[src/rtl/cdb_pkg.sv]
// Shared types and constants for the common data bus arbiter and its per-source buffers.
package cdb_pkg;

  localparam int unsigned CDB_NUM_SRC = 4;
  localparam int unsigned CDB_TAG_W   = 6;
  localparam int unsigned CDB_DATA_W  = 32;
  localparam int unsigned CDB_SRC_W   = $clog2(CDB_NUM_SRC);

  typedef enum logic [CDB_SRC_W-1:0] {
    SRC_INT  = 2'd0,
    SRC_MULT = 2'd1,
    SRC_DIV  = 2'd2,
    SRC_MEM  = 2'd3
  } cdb_src_e;

  typedef struct packed {
    logic [CDB_TAG_W-1:0]  tag;
    logic [CDB_DATA_W-1:0] data;
    logic                  wr;
    logic                  branch;
    logic                  branch_taken;
    logic                  jalr;
  } cdb_entry_t;

  typedef struct packed {
    logic                  valid;
    logic [CDB_TAG_W-1:0]  tag;
    logic [CDB_DATA_W-1:0] data;
    logic                  branch;
    logic                  branch_taken;
    logic                  jalr;
    logic                  busy;
    cdb_src_e              src;
  } cdb_out_t;

  function automatic cdb_entry_t make_entry(
    input logic [CDB_TAG_W-1:0]  tag,
    input logic [CDB_DATA_W-1:0] data,
    input logic                  wr,
    input logic                  branch,
    input logic                  branch_taken,
    input logic                  jalr
  );
    cdb_entry_t e;
    e.tag          = tag;
    e.data         = data;
    e.wr           = wr;
    e.branch       = branch;
    e.branch_taken = branch_taken;
    e.jalr         = jalr;
    return e;
  endfunction

endpackage

[src/rtl/cdb_arbiter_if.sv]
// Source-side result handshakes and the registered CDB broadcast, grouped as one bundle.
interface cdb_arbiter_if
  import cdb_pkg::*;
#(
  parameter int unsigned TAG_W  = CDB_TAG_W,
  parameter int unsigned DATA_W = CDB_DATA_W
) ();

  logic              int_push;
  logic              int_ready;
  logic [TAG_W-1:0]  int_tag;
  logic [DATA_W-1:0] int_data;
  logic              int_wr;
  logic              int_branch;
  logic              int_branch_taken;
  logic              int_jalr;

  logic              mult_push;
  logic              mult_ready;
  logic [TAG_W-1:0]  mult_tag;
  logic [DATA_W-1:0] mult_data;
  logic              mult_wr;

  logic              div_push;
  logic              div_ready;
  logic [TAG_W-1:0]  div_tag;
  logic [DATA_W-1:0] div_data;
  logic              div_wr;

  logic              mem_push;
  logic              mem_ready;
  logic [TAG_W-1:0]  mem_tag;
  logic [DATA_W-1:0] mem_data;
  logic              mem_wr;

  logic              cdb_valid;
  logic [TAG_W-1:0]  cdb_tag;
  logic [DATA_W-1:0] cdb_data;
  logic              cdb_branch;
  logic              cdb_branch_taken;
  logic              cdb_jalr;
  logic              cdb_busy;
  logic [1:0]        cdb_src;

  // Execution queues plus CDB consumers.
  modport master (
    output int_push, int_tag, int_data, int_wr, int_branch, int_branch_taken, int_jalr,
    output mult_push, mult_tag, mult_data, mult_wr,
    output div_push, div_tag, div_data, div_wr,
    output mem_push, mem_tag, mem_data, mem_wr,
    input  int_ready, mult_ready, div_ready, mem_ready,
    input  cdb_valid, cdb_tag, cdb_data, cdb_branch, cdb_branch_taken, cdb_jalr,
    input  cdb_busy, cdb_src
  );

  // The arbiter.
  modport slave (
    input  int_push, int_tag, int_data, int_wr, int_branch, int_branch_taken, int_jalr,
    input  mult_push, mult_tag, mult_data, mult_wr,
    input  div_push, div_tag, div_data, div_wr,
    input  mem_push, mem_tag, mem_data, mem_wr,
    output int_ready, mult_ready, div_ready, mem_ready,
    output cdb_valid, cdb_tag, cdb_data, cdb_branch, cdb_branch_taken, cdb_jalr,
    output cdb_busy, cdb_src
  );

endinterface

[src/rtl/cdb_src_fifo.sv]
// Per-source result buffer; ready and empty are registered flags so the handshake never
// depends on the same-cycle pop.
module cdb_src_fifo
  import cdb_pkg::*;
#(
  parameter int unsigned DEPTH = 2
) (
  input  logic       clk,
  input  logic       rst,
  input  logic       push_i,
  input  cdb_entry_t entry_i,
  input  logic       pop_i,
  output logic       ready_o,
  output logic       empty_o,
  output cdb_entry_t head_c
);

  localparam int unsigned PTR_W = $clog2(DEPTH);
  localparam int unsigned CNT_W = $clog2(DEPTH + 1);

  cdb_entry_t       mem_q [DEPTH];
  logic [PTR_W-1:0] wr_ptr_q, wr_ptr_d;
  logic [PTR_W-1:0] rd_ptr_q, rd_ptr_d;
  logic [CNT_W-1:0] count_q, count_d;
  logic             ready_q, ready_d;
  logic             empty_q, empty_d;
  logic             do_push;
  logic             do_pop;

  // Pointer/count update; DEPTH is a power of two so pointers wrap naturally.
  always_comb begin
    do_push  = push_i && ready_q;
    do_pop   = pop_i && !empty_q;
    wr_ptr_d = wr_ptr_q;
    rd_ptr_d = rd_ptr_q;
    count_d  = count_q;
    if (do_push) wr_ptr_d = PTR_W'(wr_ptr_q + 1'b1);
    if (do_pop)  rd_ptr_d = PTR_W'(rd_ptr_q + 1'b1);
    case ({do_push, do_pop})
      2'b10:   count_d = CNT_W'(count_q + 1'b1);
      2'b01:   count_d = CNT_W'(count_q - 1'b1);
      default: count_d = count_q;
    endcase
    ready_d = (count_d < CNT_W'(DEPTH));
    empty_d = (count_d == '0);
  end

  always_ff @(posedge clk or negedge rst) begin
    if (!rst) begin
      wr_ptr_q <= '0;
      rd_ptr_q <= '0;
      count_q  <= '0;
      ready_q  <= 1'b1;
      empty_q  <= 1'b1;
    end else begin
      wr_ptr_q <= wr_ptr_d;
      rd_ptr_q <= rd_ptr_d;
      count_q  <= count_d;
      ready_q  <= ready_d;
      empty_q  <= empty_d;
    end
  end

  // Payload storage needs no reset: it is only observed while the buffer is non-empty.
  always_ff @(posedge clk) begin
    if (do_push) mem_q[wr_ptr_q] <= entry_i;
  end

  assign ready_o = ready_q;
  assign empty_o = empty_q;
  assign head_c  = mem_q[rd_ptr_q];

endmodule

[src/rtl/cdb_arbiter.sv]
// CDB arbiter: four buffered result sources share one registered broadcast slot per cycle.
// Define CDB_ARB_RR_EN for round-robin (int->mult->div->mem); otherwise fixed div>mult>mem>int.
module cdb_arbiter
  import cdb_pkg::*;
#(
  parameter int unsigned DEPTH  = 2,
  parameter int unsigned TAG_W  = CDB_TAG_W,
  parameter int unsigned DATA_W = CDB_DATA_W
) (
  input logic          clk,
  input logic          rst,
  cdb_arbiter_if.slave bus
);

  logic [CDB_NUM_SRC-1:0] src_push;
  logic [CDB_NUM_SRC-1:0] src_ready;
  logic [CDB_NUM_SRC-1:0] src_empty;
  logic [CDB_NUM_SRC-1:0] src_pop;
  cdb_entry_t             src_entry [CDB_NUM_SRC];
  cdb_entry_t             src_head  [CDB_NUM_SRC];

  logic                   grant_vld_c;
  logic [CDB_SRC_W-1:0]   grant_idx_c;
  cdb_entry_t             win_c;
  cdb_out_t               cdb_q, cdb_d;

`ifdef CDB_ARB_RR_EN
  logic [CDB_SRC_W-1:0]   last_grant_q, last_grant_d;
  logic [CDB_SRC_W-1:0]   rr_cand_c;
`endif

  // Only the integer queue resolves branches; other sources carry zero branch bits.
  assign src_push = {bus.mem_push, bus.div_push, bus.mult_push, bus.int_push};

  assign src_entry[SRC_INT]  = make_entry(CDB_TAG_W'(bus.int_tag), CDB_DATA_W'(bus.int_data),
                                          bus.int_wr, bus.int_branch, bus.int_branch_taken,
                                          bus.int_jalr);
  assign src_entry[SRC_MULT] = make_entry(CDB_TAG_W'(bus.mult_tag), CDB_DATA_W'(bus.mult_data),
                                          bus.mult_wr, 1'b0, 1'b0, 1'b0);
  assign src_entry[SRC_DIV]  = make_entry(CDB_TAG_W'(bus.div_tag), CDB_DATA_W'(bus.div_data),
                                          bus.div_wr, 1'b0, 1'b0, 1'b0);
  assign src_entry[SRC_MEM]  = make_entry(CDB_TAG_W'(bus.mem_tag), CDB_DATA_W'(bus.mem_data),
                                          bus.mem_wr, 1'b0, 1'b0, 1'b0);

  for (genvar g = 0; g < int'(CDB_NUM_SRC); g++) begin : g_src
    cdb_src_fifo #(
      .DEPTH(DEPTH)
    ) u_fifo (
      .clk    (clk),
      .rst    (rst),
      .push_i (src_push[g]),
      .entry_i(src_entry[g]),
      .pop_i  (src_pop[g]),
      .ready_o(src_ready[g]),
      .empty_o(src_empty[g]),
      .head_c (src_head[g])
    );
  end

  assign bus.int_ready  = src_ready[SRC_INT];
  assign bus.mult_ready = src_ready[SRC_MULT];
  assign bus.div_ready  = src_ready[SRC_DIV];
  assign bus.mem_ready  = src_ready[SRC_MEM];

  // Winner selection over the non-empty buffers.
  always_comb begin
    grant_vld_c = 1'b0;
    grant_idx_c = '0;
`ifdef CDB_ARB_RR_EN
    rr_cand_c   = '0;
    for (int unsigned i = 1; i <= CDB_NUM_SRC; i++) begin
      rr_cand_c = CDB_SRC_W'(last_grant_q + CDB_SRC_W'(i));
      if (!grant_vld_c && !src_empty[rr_cand_c]) begin
        grant_vld_c = 1'b1;
        grant_idx_c = rr_cand_c;
      end
    end
`else
    if (!src_empty[SRC_DIV]) begin
      grant_vld_c = 1'b1;
      grant_idx_c = SRC_DIV;
    end else if (!src_empty[SRC_MULT]) begin
      grant_vld_c = 1'b1;
      grant_idx_c = SRC_MULT;
    end else if (!src_empty[SRC_MEM]) begin
      grant_vld_c = 1'b1;
      grant_idx_c = SRC_MEM;
    end else if (!src_empty[SRC_INT]) begin
      grant_vld_c = 1'b1;
      grant_idx_c = SRC_INT;
    end
`endif
  end

  // Pop the winner and stage its head for the broadcast register.
  always_comb begin
    src_pop = '0;
    cdb_d   = '0;
    win_c   = src_head[grant_idx_c];
    if (grant_vld_c) begin
      src_pop[grant_idx_c] = 1'b1;
      cdb_d.valid          = win_c.wr;
      cdb_d.tag            = win_c.tag;
      cdb_d.data           = win_c.data;
      cdb_d.branch         = win_c.branch;
      cdb_d.branch_taken   = win_c.branch_taken;
      cdb_d.jalr           = win_c.jalr;
      cdb_d.busy           = 1'b1;
      cdb_d.src            = cdb_src_e'(grant_idx_c);
    end
  end

`ifdef CDB_ARB_RR_EN
  always_comb begin
    last_grant_d = last_grant_q;
    if (grant_vld_c) last_grant_d = grant_idx_c;
  end

  // Reset value points at mem so the integer source is searched first.
  always_ff @(posedge clk or negedge rst) begin
    if (!rst) last_grant_q <= SRC_MEM;
    else      last_grant_q <= last_grant_d;
  end
`endif

  always_ff @(posedge clk or negedge rst) begin
    if (!rst) cdb_q <= '0;
    else      cdb_q <= cdb_d;
  end

  assign bus.cdb_valid        = cdb_q.valid;
  assign bus.cdb_tag          = TAG_W'(cdb_q.tag);
  assign bus.cdb_data         = DATA_W'(cdb_q.data);
  assign bus.cdb_branch       = cdb_q.branch;
  assign bus.cdb_branch_taken = cdb_q.branch_taken;
  assign bus.cdb_jalr         = cdb_q.jalr;
  assign bus.cdb_busy         = cdb_q.busy;
  assign bus.cdb_src          = cdb_q.src;

endmodule

[src/flat_wrapper.sv]
// flat-port wrapper written by rule: the top's interface ports become plain ports
module cdb_arbiter_flat import cdb_pkg::*;
#(
  parameter int unsigned DEPTH  = 2,
  parameter int unsigned TAG_W  = CDB_TAG_W,
  parameter int unsigned DATA_W = CDB_DATA_W
)
  (clk, rst, bus_int_push, bus_int_tag, bus_int_data, bus_int_wr, bus_int_branch, bus_int_branch_taken, bus_int_jalr, bus_mult_push, bus_mult_tag, bus_mult_data, bus_mult_wr, bus_div_push, bus_div_tag, bus_div_data, bus_div_wr, bus_mem_push, bus_mem_tag, bus_mem_data, bus_mem_wr, bus_int_ready, bus_mult_ready, bus_div_ready, bus_mem_ready, bus_cdb_valid, bus_cdb_tag, bus_cdb_data, bus_cdb_branch, bus_cdb_branch_taken, bus_cdb_jalr, bus_cdb_busy, bus_cdb_src);
  cdb_arbiter_if #(.TAG_W(TAG_W), .DATA_W(DATA_W)) bus_i ();
  input logic clk;
  input logic rst;
  input wire logic [$bits(bus_i.int_push)-1:0] bus_int_push;
  input wire logic [$bits(bus_i.int_tag)-1:0] bus_int_tag;
  input wire logic [$bits(bus_i.int_data)-1:0] bus_int_data;
  input wire logic [$bits(bus_i.int_wr)-1:0] bus_int_wr;
  input wire logic [$bits(bus_i.int_branch)-1:0] bus_int_branch;
  input wire logic [$bits(bus_i.int_branch_taken)-1:0] bus_int_branch_taken;
  input wire logic [$bits(bus_i.int_jalr)-1:0] bus_int_jalr;
  input wire logic [$bits(bus_i.mult_push)-1:0] bus_mult_push;
  input wire logic [$bits(bus_i.mult_tag)-1:0] bus_mult_tag;
  input wire logic [$bits(bus_i.mult_data)-1:0] bus_mult_data;
  input wire logic [$bits(bus_i.mult_wr)-1:0] bus_mult_wr;
  input wire logic [$bits(bus_i.div_push)-1:0] bus_div_push;
  input wire logic [$bits(bus_i.div_tag)-1:0] bus_div_tag;
  input wire logic [$bits(bus_i.div_data)-1:0] bus_div_data;
  input wire logic [$bits(bus_i.div_wr)-1:0] bus_div_wr;
  input wire logic [$bits(bus_i.mem_push)-1:0] bus_mem_push;
  input wire logic [$bits(bus_i.mem_tag)-1:0] bus_mem_tag;
  input wire logic [$bits(bus_i.mem_data)-1:0] bus_mem_data;
  input wire logic [$bits(bus_i.mem_wr)-1:0] bus_mem_wr;
  output wire logic [$bits(bus_i.int_ready)-1:0] bus_int_ready;
  output wire logic [$bits(bus_i.mult_ready)-1:0] bus_mult_ready;
  output wire logic [$bits(bus_i.div_ready)-1:0] bus_div_ready;
  output wire logic [$bits(bus_i.mem_ready)-1:0] bus_mem_ready;
  output wire logic [$bits(bus_i.cdb_valid)-1:0] bus_cdb_valid;
  output wire logic [$bits(bus_i.cdb_tag)-1:0] bus_cdb_tag;
  output wire logic [$bits(bus_i.cdb_data)-1:0] bus_cdb_data;
  output wire logic [$bits(bus_i.cdb_branch)-1:0] bus_cdb_branch;
  output wire logic [$bits(bus_i.cdb_branch_taken)-1:0] bus_cdb_branch_taken;
  output wire logic [$bits(bus_i.cdb_jalr)-1:0] bus_cdb_jalr;
  output wire logic [$bits(bus_i.cdb_busy)-1:0] bus_cdb_busy;
  output wire logic [$bits(bus_i.cdb_src)-1:0] bus_cdb_src;
  assign bus_i.int_push = bus_int_push;
  assign bus_i.int_tag = bus_int_tag;
  assign bus_i.int_data = bus_int_data;
  assign bus_i.int_wr = bus_int_wr;
  assign bus_i.int_branch = bus_int_branch;
  assign bus_i.int_branch_taken = bus_int_branch_taken;
  assign bus_i.int_jalr = bus_int_jalr;
  assign bus_i.mult_push = bus_mult_push;
  assign bus_i.mult_tag = bus_mult_tag;
  assign bus_i.mult_data = bus_mult_data;
  assign bus_i.mult_wr = bus_mult_wr;
  assign bus_i.div_push = bus_div_push;
  assign bus_i.div_tag = bus_div_tag;
  assign bus_i.div_data = bus_div_data;
  assign bus_i.div_wr = bus_div_wr;
  assign bus_i.mem_push = bus_mem_push;
  assign bus_i.mem_tag = bus_mem_tag;
  assign bus_i.mem_data = bus_mem_data;
  assign bus_i.mem_wr = bus_mem_wr;
  assign bus_int_ready = bus_i.int_ready;
  assign bus_mult_ready = bus_i.mult_ready;
  assign bus_div_ready = bus_i.div_ready;
  assign bus_mem_ready = bus_i.mem_ready;
  assign bus_cdb_valid = bus_i.cdb_valid;
  assign bus_cdb_tag = bus_i.cdb_tag;
  assign bus_cdb_data = bus_i.cdb_data;
  assign bus_cdb_branch = bus_i.cdb_branch;
  assign bus_cdb_branch_taken = bus_i.cdb_branch_taken;
  assign bus_cdb_jalr = bus_i.cdb_jalr;
  assign bus_cdb_busy = bus_i.cdb_busy;
  assign bus_cdb_src = bus_i.cdb_src;
  cdb_arbiter #(.DEPTH(DEPTH), .TAG_W(TAG_W), .DATA_W(DATA_W)) u_core (.clk(clk), .rst(rst), .bus(bus_i));
endmodule
[config.mk]
export PLATFORM = sky130hd
export DESIGN_NAME = cdb_arbiter_flat
export DESIGN_NICKNAME = d
export VERILOG_FILES = /design/src/rtl/cdb_pkg.sv /design/src/rtl/cdb_arbiter_if.sv /design/src/rtl/cdb_src_fifo.sv /design/src/rtl/cdb_arbiter.sv /design/src/flat_wrapper.sv
export SDC_FILE = /design/constraint.sdc
export NUM_CORES = 1
export LEC_CHECK = 0
export CORE_MARGIN = 3
export CORE_UTILIZATION = 38
export DETAILED_ROUTE_END_ITERATION = 6
export PLACE_DENSITY = 0.64
export SLEW_MARGIN = 20
export SYNTH_ARGS = -nofsm -noshare
export SYNTH_HDL_FRONTEND = slang
export SYNTH_SLANG_ARGS = --single-unit
[constraint.sdc]
create_clock -name clk -period 2.8 [get_ports clk]
set_input_delay 0.56 -clock clk [delete_from_list [all_inputs] [get_ports clk]]
set_output_delay 0.56 -clock clk [all_outputs]
set_load 0.05 [all_outputs]
**Yosys cells after proc, flatten, opt, wreduce, memory -nomap -nowiden**

Memory sizes are Yosys's and may differ from the RTL's.
Index checks and enable logic that the tools add are counted.

- Reductions and logical operators: 17
- $lt $le $gt $ge: 7
- Equal/unequal tests: 8
- Muxes and demuxes: 26
- $add $sub $neg: 16
- Bitwise logic cells: 1

Operator list:

| kind | number |
|---|---|
| $bmux 42 s2 | 1 |
| $mux 42 | 2 |
| $mux 45 | 1 |
| $pmux 2 s2 | 4 |
| $mux 1 | 13 |
| $logic_and 1x1->1 | 9 |
| $add 1x1->1 const B | 8 |
| $add 2x1->2 const B | 4 |
| $eq 2x1->1 const B | 4 |
| $eq 2x2->1 const B | 4 |
| $logic_not 2->1 | 4 |
| $lt 2x2->1 const B | 4 |
| $sub 2x1->2 const B | 4 |
| $mux 2 | 3 |
| $logic_not 1->1 | 4 |
| $mux 4 | 1 |
| $ge 3x3->1 const B | 1 |
| $lt 2x3->1 const B | 1 |
| $not 2->3 | 1 |
| $demux 1 s2 | 1 |
| $ge 2x1->1 const B | 1 |

- Output and inout port bits: 49
- RAM bits: 318
- Logic and storage cells: 107
- Memories: 4
- Flip-flop bits (word level): 69
- Input port bits: 165

Memory list:

| memory | words | bits a word | read ports | clocked after memory_dff | write ports | line | source |
|---|---|---|---|---|---|---|---|
| u_core.g_src[0].u_fifo.mem_q | 2 | 42 | 1 | 0 | 1 | cdb_src_fifo.sv:21 | `cdb_entry_t mem_q [DEPTH];` |
| u_core.g_src[1].u_fifo.mem_q | 2 | 39 | 1 | 0 | 1 | cdb_src_fifo.sv:21 |  |
| u_core.g_src[2].u_fifo.mem_q | 2 | 39 | 1 | 0 | 1 | cdb_src_fifo.sv:21 |  |
| u_core.g_src[3].u_fifo.mem_q | 2 | 39 | 1 | 0 | 1 | cdb_src_fifo.sv:21 |  |

**Depth between registers and ports, before layout**

- Depth in word-level cells: 12
- Depth in mapped cells: 7
- Mapped depth without buffers: 6

**Modules after synthesis**

Synthesis repeated with hierarchy kept, for this count alone.

- Cell total of the unflattened synthesis: 863
- Area, all modules: 16,947.5 sq um

By module, submodules not included:

| module | times used | seq. area each (sq um) | area an instance (sq um) | cells an instance |
|---|---|---|---|---|
| cdb_src_fifo | 4 | 2,675.1 | 3,470.8 | 153 |
| cdb_arbiter | 1 | 1,126.1 | 3,064.2 | 251 |

**Least setup slack after synthesis**

No wires, ideal clock.

- Path kind: register -> register
- From: register u_core.g_src[0].u_fifo.ready_q
- To: memory u_core.g_src[0].u_fifo.mem_q[0][0] in the netlist's numbering, enable pin
- Arrival: 2.625 ns
- Setup slack: -0.266 ns
- Cell stages (with the launch flop): 3
- Data required time: 2.358 ns
- Library setup time: 0.442 ns
- Buffers on the path: 0
- Period minus slack after synthesis: 3.066 ns
- Cell sequence: dfstp_2 -> nand2_1 -> nor2_1

- Longest elaborated chain between the ends: 3

RTL lines:

| element | line | source |
|---|---|---|
| from (decl) | cdb_src_fifo.sv:25 | `logic ready_q, ready_d;` |
| from (signal assigned) | cdb_src_fifo.sv:59 | `ready_q <= ready_d;` |
| $logic_and 1x1->1 | cdb_src_fifo.sv:32 | `do_push = push_i && ready_q;` |
| $mux 1 | cdb_src_fifo.sv:66 | `if (do_push) mem_q[wr_ptr_q] <= entry_i;` |
| $mux 1 (not written as such) | cdb_src_fifo.sv:66 |  |
| to (decl) | cdb_src_fifo.sv:21 |  |

Every way passes these cells.

**Worst setup path in the final report**

- From: register u_core.g_src[1].u_fifo.ready_q
- To: output port bus_mult_ready

RTL lines:

| element | line | source |
|---|---|---|
| from (decl) | cdb_src_fifo.sv:25 |  |
| from (signal assigned) | cdb_src_fifo.sv:59 |  |
| to (decl) | flat_wrapper.sv:32 | `output wire logic [$bits(bus_i.mult_ready)-1:0] bus_mult_ready;` |

No word-level cell between the ends.

==> qor.csv <==
metric;value;unit
Slew Viols, Final;0;
Worst-path clk slew;0.06;ns
placer congestion estimate;0.720;
CTS hold repair buffers;1;
CP bufs+invs;1;
fillers;3155;
First-pass DRT Iterations;4;
Avg Inst Size Synth;18.1;um2
area leader, netlist;edfxtp_1;
DP Wirelength;21.9;mm
final setup fails;0;
slowest CP cell;clkdlybuf4s50_1;
Multi-input gate area;3340;um2
R2R cell count;5;
register area;11300;um2
initial antenna violation count;0;
simple-gate share of the synthesized area;1.34;%
Main synth FF type;edfxtp_1;
top post-synthesis cells by area;edfxtp_1 (64%), dfrtp_1 (10%), mux2i_1 (8.1%);
total power;21.1;mW
post-synthesis sequential area ratio;76.0;%
DRC;0;
compound-gate portion of the synthesized area;8.45;%
grt peak-use layer;met2;
CTS Buffer Depth;3;
Placement Cell Area;17700;um2
min Tclk post-route;2.46;ns
async set-reset flop share out of synthesis;17.8;%
main combinational cell family by area after synthesis;multiplexers;
Critical Path RT;2.24;ns
# diodes;0;
Post-synth EDFFs;318;
slowest stage delay, CP;0.80;ns
Post-CTS Resized;0;
met1 usage;22.9;%
Finished Cell Area;19000;um2
Via density;5.23;
grt total ovfl;0;
post-synthesis mux area share;11.0;%
CP Capture Point;bus_mult_ready;
r2r setup slk;0.57;ns
Layout area overhead;28.2;%
worst hold path type;reg -> reg;
TNS Setup;0;ns
wire per inst;23.1;um
Post-synth top cells;edfxtp_1 (318), mux2i_1 (120), o221ai_1 (78);
met3 Use GR;3.03;%
worst r2r src;u_core.g_src[1].u_fifo.empty_o;
xor and xnor area share after synthesis;0.943;%
CP Depth;1;
Die W;204;um
via count;8309;
Worst-Skew Late Latency;0.55;ns
most common cell in the netlist;edfxtp_1;
largest net degree at the start of global routing;79;
Tcrit/Tclk final;87.9;%
Worst setup EP type;primary output;
clk root buf;clkbuf_16;
Die ar.;41500;um2
post-synthesis cell type count;29;
drt initial violations;491;
final net count;1213;
H-tree level count;2;
Crit Path Max Fanout;3;
CP delay by family, top;buffers and inverters;
setup bufs post-CTS;0;
Pleak;6.69;nW
fmax;406;MHz
CP arrival;1.90;ns
Post-Synth Adder-Cell Area;0.337;%
Cell Rows;71;
layout cells sized above 1;13.5;%
vias in the first global route;8904;
Worst-Margin Slew;0.902;ns
crit path cell chain;clkdlybuf4s50_1;
Max Cap Violations;0;
Rel. slew slack;39.9;%
clock sinks;387;
Yosys warning count;0;
overall global routing resource usage;17.7;%
Core ar.;38100;um2
RSZ-0062 raised after global routing;no;
Num CTS Buffers;41;
syn_nets;991;
maximum VDD drop;0.632;mV
routed wire length;36.7;mm
Top Ports;214;
post-synth design cell area;14900;um2
WS Path Type;reg -> out;
share of the synthesized area in the top cell type;64.3;%
post-synthesis register bit count;387;
M2 GR Usage;30.7;%
Die Height;204;um
power per cell area;1110;nW/um2
crit path launch type;flip-flop;
first-pass GRT wire length;54.6;mm
initial core utilization;39.0;%
IO buf count;213;
Synth Instances;822;
Final Hold Fails;0;
utilization after layout;50.0;%
DRT antenna net count;0;
status;finished clean;
Clock Skews;0.0140;ns
worst setup path start;u_core.g_src[1].u_fifo.ready_o;
TritonCTS clock tree;done;
[how the worst min path moves through the flow]
stage	start	endpoint	slack, ns	cells past startpoint
floorplan	rst	asynchronous set/reset pin	0.26	0
global placement	u_core.g_src[0].u_fifo.empty_o	u_core.bus.cdb_busy	0.47	1
detailed placement	u_core.g_src[0].u_fifo.empty_o	u_core.bus.cdb_busy	0.47	1
CTS	u_core.g_src[0].u_fifo.empty_o	u_core.bus.cdb_busy	0.49	1
global route	u_core.g_src[0].u_fifo.empty_o	u_core.bus.cdb_busy	0.51	1
finish	u_core.g_src[0].u_fifo.empty_o	u_core.bus.cdb_busy	0.48	1
[metal layers]
| metal | part of all wire (%) | routed length [um] | up-vias |
|---|---|---|---|
| met3 | 5.1 | 1890 | 54 |
| met1 | 42 | 15500 | 4224 |
| met5 | 0 | 0 | - |
| met2 | 50 | 18500 | 243 |
| met4 | 2.2 | 826 | 0 |
| li1 | - | - | 3788 |
[kinds of logic (layout without fill, tap and decap cells)]
group | Yosys count | count (layout)
AOI/OAI and AO/OA | 161 | 161
xor gates and xnor gates | 16 | 16
adders and majority gates | 4 | 4
buffers and inverters | 56 | 311
DFF | 387 | 387
muxes | 159 | 159
and+or+nand+nor | 39 | 39
[area by class of cell]
type                            instances  share of cell area (%)
Tap cell                              511                    3.36
Multi-Input combinational cell        379                    17.5
Timing Repair Buffer                  233                    12.8
Clock inverter                         11                   0.447
Clock buffer                           65                    6.51
Sequential cell                       387                    59.4
Inverter                                2                  0.0394
[per-stage QoR]
stage	setup slack [ns]	hold slack, ns	instances
after floorplan	0.428	0.264	822
after global placement	0.596	0.472	1511
after detailed placement	0.553	0.473	1511
after CTS	0.293	0.487	1588
after global routing	0.294	0.511	1588
final	0.339	0.482	1588
[power by group]
part | switching (mW) | internal [mW]
Sequential | 1.09 | 7.88
Combinational | 4.05 | 2.83
Clock | 2.14 | 3.13
[cell usage in the layout (no fill, tap or decap), types with 5 or more instances in the layout]
master           count
edfxtp_1           318
clkdlybuf4s50_1    212
mux2i_1            120
o221ai_1            78
dfrtp_1             57
clkbuf_16           43
a21oi_1             40
mux2_2              39
a22o_1              39
xnor2_1             14
clkbuf_1            14
buf_12              12
nor2_1               9
nor3_1               8
clkbuf_8             8
buf_4                8
dfstp_2              7
nand2_1              5
[flip-flops by register name (all words and copies together) (netlist names), named ones only]
| signal | count |
|---|---|
| u_core.bus.cdb_tag | 6 |
| u_core.g_src.u_fifo.mem_q | 318 |
| u_core.bus.cdb_valid | 1 |
| u_core.bus.cdb_branch | 1 |
| u_core.g_src.u_fifo.rd_ptr_q | 4 |
| u_core.g_src.u_fifo.empty_o | 4 |
| u_core.g_src.u_fifo.wr_ptr_q | 4 |
| u_core.g_src.u_fifo.ready_o | 4 |
| u_core.bus.cdb_busy | 1 |
| u_core.bus.cdb_src | 2 |
| u_core.bus.cdb_data | 32 |
| u_core.g_src.u_fifo.count_q | 6 |
| u_core.bus.cdb_branch_taken | 1 |
| u_core.bus.cdb_jalr | 1 |
(Power assumes the default switching activity.)
==> RTL change 1: new RTL, same settings <==
The package constant `CDB_TAG_W` goes from 6 to 3.
--- a/src/rtl/cdb_pkg.sv
+++ b/src/rtl/cdb_pkg.sv
@@ -2,7 +2,7 @@
 package cdb_pkg;
 
   localparam int unsigned CDB_NUM_SRC = 4;
-  localparam int unsigned CDB_TAG_W   = 6;
+  localparam int unsigned CDB_TAG_W   = 3;
   localparam int unsigned CDB_DATA_W  = 32;
   localparam int unsigned CDB_SRC_W   = $clog2(CDB_NUM_SRC);
 
Ports: changed (5 resized); port bits go from 214 to 199. The function was not compared with the original's and may differ.
==> RTL change 1 against the original RTL <==
- combinational power shrank 13%
- synthesized cell count shrank 4.3%
- critical path type unchanged
- area after synthesis shrank 8.6%
- wire length shrank 16%
- hold slack lost 0.43 ns
- via count shrank 13%
- cell area shrank 9.7%
- power shrank 13%
- worst setup slack gained 0.017 ns
- utilization shrank 0.67 points
- non-clock buffer count shrank 13
- sequential cell count shrank 27
==> RTL change 1: results (changes against the original RTL) <==
Clock tree
  – Clock transition at the registers of the reported paths: 0.06 ns (about the same)
  – CTS Buf Count: 37 (-9.8%)
  – Clock latency at the later pin of the worst-skew pair: 0.51 ns (-0.04 ns)

GRT
  – Total routing usage reported by global routing: 0.161 (-0.0160)
  – Largest net degree at the start of global routing: 67 (-15%)
  – Global-route met3 utilization: 0.0278 (-0.00255)
  – Number of antenna violations at the first check in global routing: 1 (+1)
  – First-pass GRT wire length: 46400 um (-15%)
  – Global Route met2 Usage: 0.244 (-0.0630)
  – Number of global-route vias before repair: 7587 (-15%)

Synth
  – Ys async rst share: 0.183 (+0.00504)
  – Part of the Yosys area used for sequential elements: 0.773 (+0.0127)
  – Synth Area in Adders: 0.00369 (+0.000316)
  – Number of flops mapped to enable cells by yosys: 294 (-7.5%)
  – Top post-synthesis cells by area: edfxtp_1 65%, dfrtp_1 11%, mux2i_1 7.7%
  – Compound-cell area share of the yosys netlist: 0.0676 (-0.0169)
  – Multiplexer fraction of the synthesized cell area: 0.0825 (-0.0280)
  – Distinct cell type count of the synthesized netlist: 35 (+21%)
  – Area share of xor/xnor cells in the synthesized design: 0.0129 (+0.00346)
  – Post-synth net total: 944 (-4.7%)

Finish
  – Largest register FFs: 294 (-7.5%)
  – Final layout net count: 1159 (-4.5%)
  – Share of post-route cells with drive strength above 1: 0.100 (-0.0343)

Power
  – LEAKAGE: 0.00613 uW (-8.4%)
  – Largest vdd supply drop: 423 uV (-33%)

Drt
  – Detailed Route WL: 30800 um (-16%)
  – Initial DRC count: 530 (+7.9%)
  – Via total after detailed routing: 7237 (-13%)

Place
  – DP HPWL: 21600 um (-1.5%)
  – Place WS: 0.688 ns (+0.135 ns)
  – Global placement routability congestion: 0.823 (+14%)
  – Count of buffers from port buffering: 198 (-7.0%)

Run status
  – Result of the run: finished, final reports clean

Setup path
  – Worst path arrival time: 1.88 ns (-0.02 ns)
  – Largest stage delay on the critical path: 0.84 ns (+0.04 ns)

Hold path
  – Type of the tightest min-delay check: primary input to async pin
-- RTL change 1: final cells by class --
| class | count | area, um2 | share of cell area |
|---|---|---|---|
| flip-flops and latches | 360 | 10500 | 0.610 |
| clock buffers | 51 | 998 | 0.0581 |
| clock inverters | 13 | 92.6 | 0.00538 |
| multi-input cells | 377 | 2810 | 0.164 |
| repair buffers | 220 | 2200 | 0.128 |
| inverters | 6 | 22.5 | 0.00131 |
| well taps | 455 | 569 | 0.0331 |
-- RTL change 1: metal layers --
metal  share of wire  vias up
met4           0.026        2
met2            0.46      196
met3           0.050       43
met5         0.00026        -
met1            0.47     3536
li1                -     3460
-- RTL change 1: stage by stage --
step	instance area [um2]	power (uW)	instances	hold slack (ns)	util
finish	17200	18300	1482	0.0504	0.493
global route	17200	19300	1482	0.0730	0.493
CTS	17200	18500	1482	0.0595	0.493
detailed placement	16100	14000	1418	0.472	0.462
global placement	16100	14000	1418	0.470	0.462
floorplan	13600	11900	787	0.264	-
-- RTL change 1: report_power, final --
group	leakage, uW	internal, uW	switching (uW)
logic	0.00213	2200	3800
clock network	0.000535	2580	1850
registers	0.00346	7260	628
-- RTL change 1: worst reg2reg max path, cell delays in order (launching register included) --
cell,delay [ns]
dfstp_2,0.62
and2_0,0.16
buf_4,0.18
nand3b_1,0.22
inv_2,0.10
ha_1,0.25
nor2_1,0.14
xor2_1,0.24
nor2_1,0.07
-- RTL change 1: kinds of logic (layout without fill, tap and decap cells) --
| logic type | Yosys count | after routing |
|---|---|---|
| compound gates | 144 | 144 |
| xor+xnor | 20 | 20 |
| fa+ha+maj | 4 | 4 |
| buf+inv | 50 | 290 |
| flops | 360 | 360 |
| mux | 111 | 111 |
| simple gates | 98 | 98 |
-- RTL change 1: final timing paths --
kind / end / slack (ns) / cells past startpoint / startpoint
worst max register to register: u_core.g_src[0].u_fifo.empty_o$_DFF_PN1_ / 0.76 / 8 / u_core.g_src[3].u_fifo.empty_o$_DFF_PN1_
worst max-delay path: bus_mult_ready / 0.36 / 1 / u_core.g_src[1].u_fifo.ready_o$_DFF_PN1_
worst min register to register: u_core.bus.cdb_busy$_DFF_PN0_ / 0.49 / 1 / u_core.g_src[0].u_fifo.empty_o$_DFF_PN1_
worst min-delay path: u_core.bus.cdb_branch_taken$_DFF_PN0_ / 0.05 / 2 / rst
max in group asynchronous: u_core.g_src[3].u_fifo.ready_o$_DFF_PN1_ / 2.39 / 2 / rst
min in group clk: u_core.bus.cdb_busy$_DFF_PN0_ / 0.49 / 1 / u_core.g_src[0].u_fifo.empty_o$_DFF_PN1_
==> RTL change 2: new RTL, same flow settings <==
Made on the original files. The option `CDB_ARB_RR_EN` is turned on by a define.
--- a/src/rtl/cdb_arbiter.sv
+++ b/src/rtl/cdb_arbiter.sv
@@ -1,5 +1,7 @@
 // CDB arbiter: four buffered result sources share one registered broadcast slot per cycle.
 // Define CDB_ARB_RR_EN for round-robin (int->mult->div->mem); otherwise fixed div>mult>mem>int.
+`define CDB_ARB_RR_EN
+
 module cdb_arbiter
   import cdb_pkg::*;
 #(
Formal check against the unedited RTL: not equivalent (a bounded check fails within 4 cycles, from zero or initial values and one cycle with rst low).
==> RTL change 2 against the original RTL <==
- maximum frequency decreased by 1.4%
- worst setup slack got worse by 0.036 ns
- area after synthesis increased by 1.3%
- cell area increased by 1.4%
- sequential cell count increased by 2
- wire length increased by 5.7%
- clock power increased by 0.9%
- power increased by 2.9%
- critical path type unchanged
- largest cell class unchanged
- highest routed layer is now met5
==> RTL change 2: results (changes against the original RTL) <==
Synth
  – Distinct cell type count of the synthesized netlist: 43 (+48%)
  – Ys async rst share: 0.183 (+0.00422)
  – Post-synth net total: 1082 (+9.2%)
  – Multiplexer fraction of the synthesized cell area: 0.0349 (-0.0755)
  – Top post-synthesis cells by area: edfxtp_1 63%, dfrtp_1 10%, nor2b_1 4.7%
  – Cell count after synthesis: 913 (+11%)

Drt
  – M1 wire length: 16600 um (+6.7%)
  – Routed wire length on met2: 19400 um (+4.7%)
  – Via total after detailed routing: 8797 (+5.9%)
  – Ratio of routed vias to standard cells: 5.18 (-0.93%)
  – Number of search-and-repair iterations in the first detailed-routing pass: 5 (+1)

Run status
  – Result of the run: finished, final reports clean

Power
  – Switching power: 7900 uW (+8.6%)

Place
  – DP HPWL: 26100 um (+19%)
  – Place WS: 0.477 ns (-0.0763 ns)

STA
  – Maximum clock skew at final layout: 0.0159 ns (+0.00189 ns)

GRT
  – Largest net degree at the start of global routing: 57 (-28%)
  – Total routing usage reported by global routing: 0.184 (+0.00702)
  – First-pass GRT wire length: 57500 um (+5.3%)
  – Met1 demand-to-capacity share in global routing: 0.241 (+0.0116)
  – Number of antenna violations at the first check in global routing: 3 (+3)
  – Number of global-route vias before repair: 9390 (+5.5%)
  – Global Route met2 Usage: 0.317 (+0.00911)

Clock tree
  – CTS Buf Count: 42 (+2.4%)

Setup path
  – Worst path arrival time: 1.94 ns (+0.04 ns)

Finish
  – Final layout net count: 1314 (+8.3%)
RTL change 2: cell count changes in the layout (fill, tap and decap cells not counted), moves of 39 or more:
cell | before | now
a21oi_1 | 40 | 1
nor2b_1 | 0 | 112
a2111oi_0 | 0 | 39
a22o_1 | 39 | 0
nor4_1 | 0 | 39
mux2i_1 | 120 | 3
a211oi_1 | 0 | 48
o221ai_1 | 78 | 0
RTL change 2: cell type report:
type	instances	area share
clock buffer	53	0.0608
multi-input combinational	450	0.178
antenna	2	0.000259
sequential	389	0.588
timing repair buffer	252	0.129
clock inverter	23	0.00869
tap	518	0.0336
inverter	10	0.00194
RTL change 2: kinds of logic after synthesis:
group / after synthesis
muxes: 47
adders and majority gates: 4
buffers and inverters: 74
xor gates and xnor gates: 20
AOI/OAI and AO/OA: 185
DFF: 389
and+or+nand+nor: 194
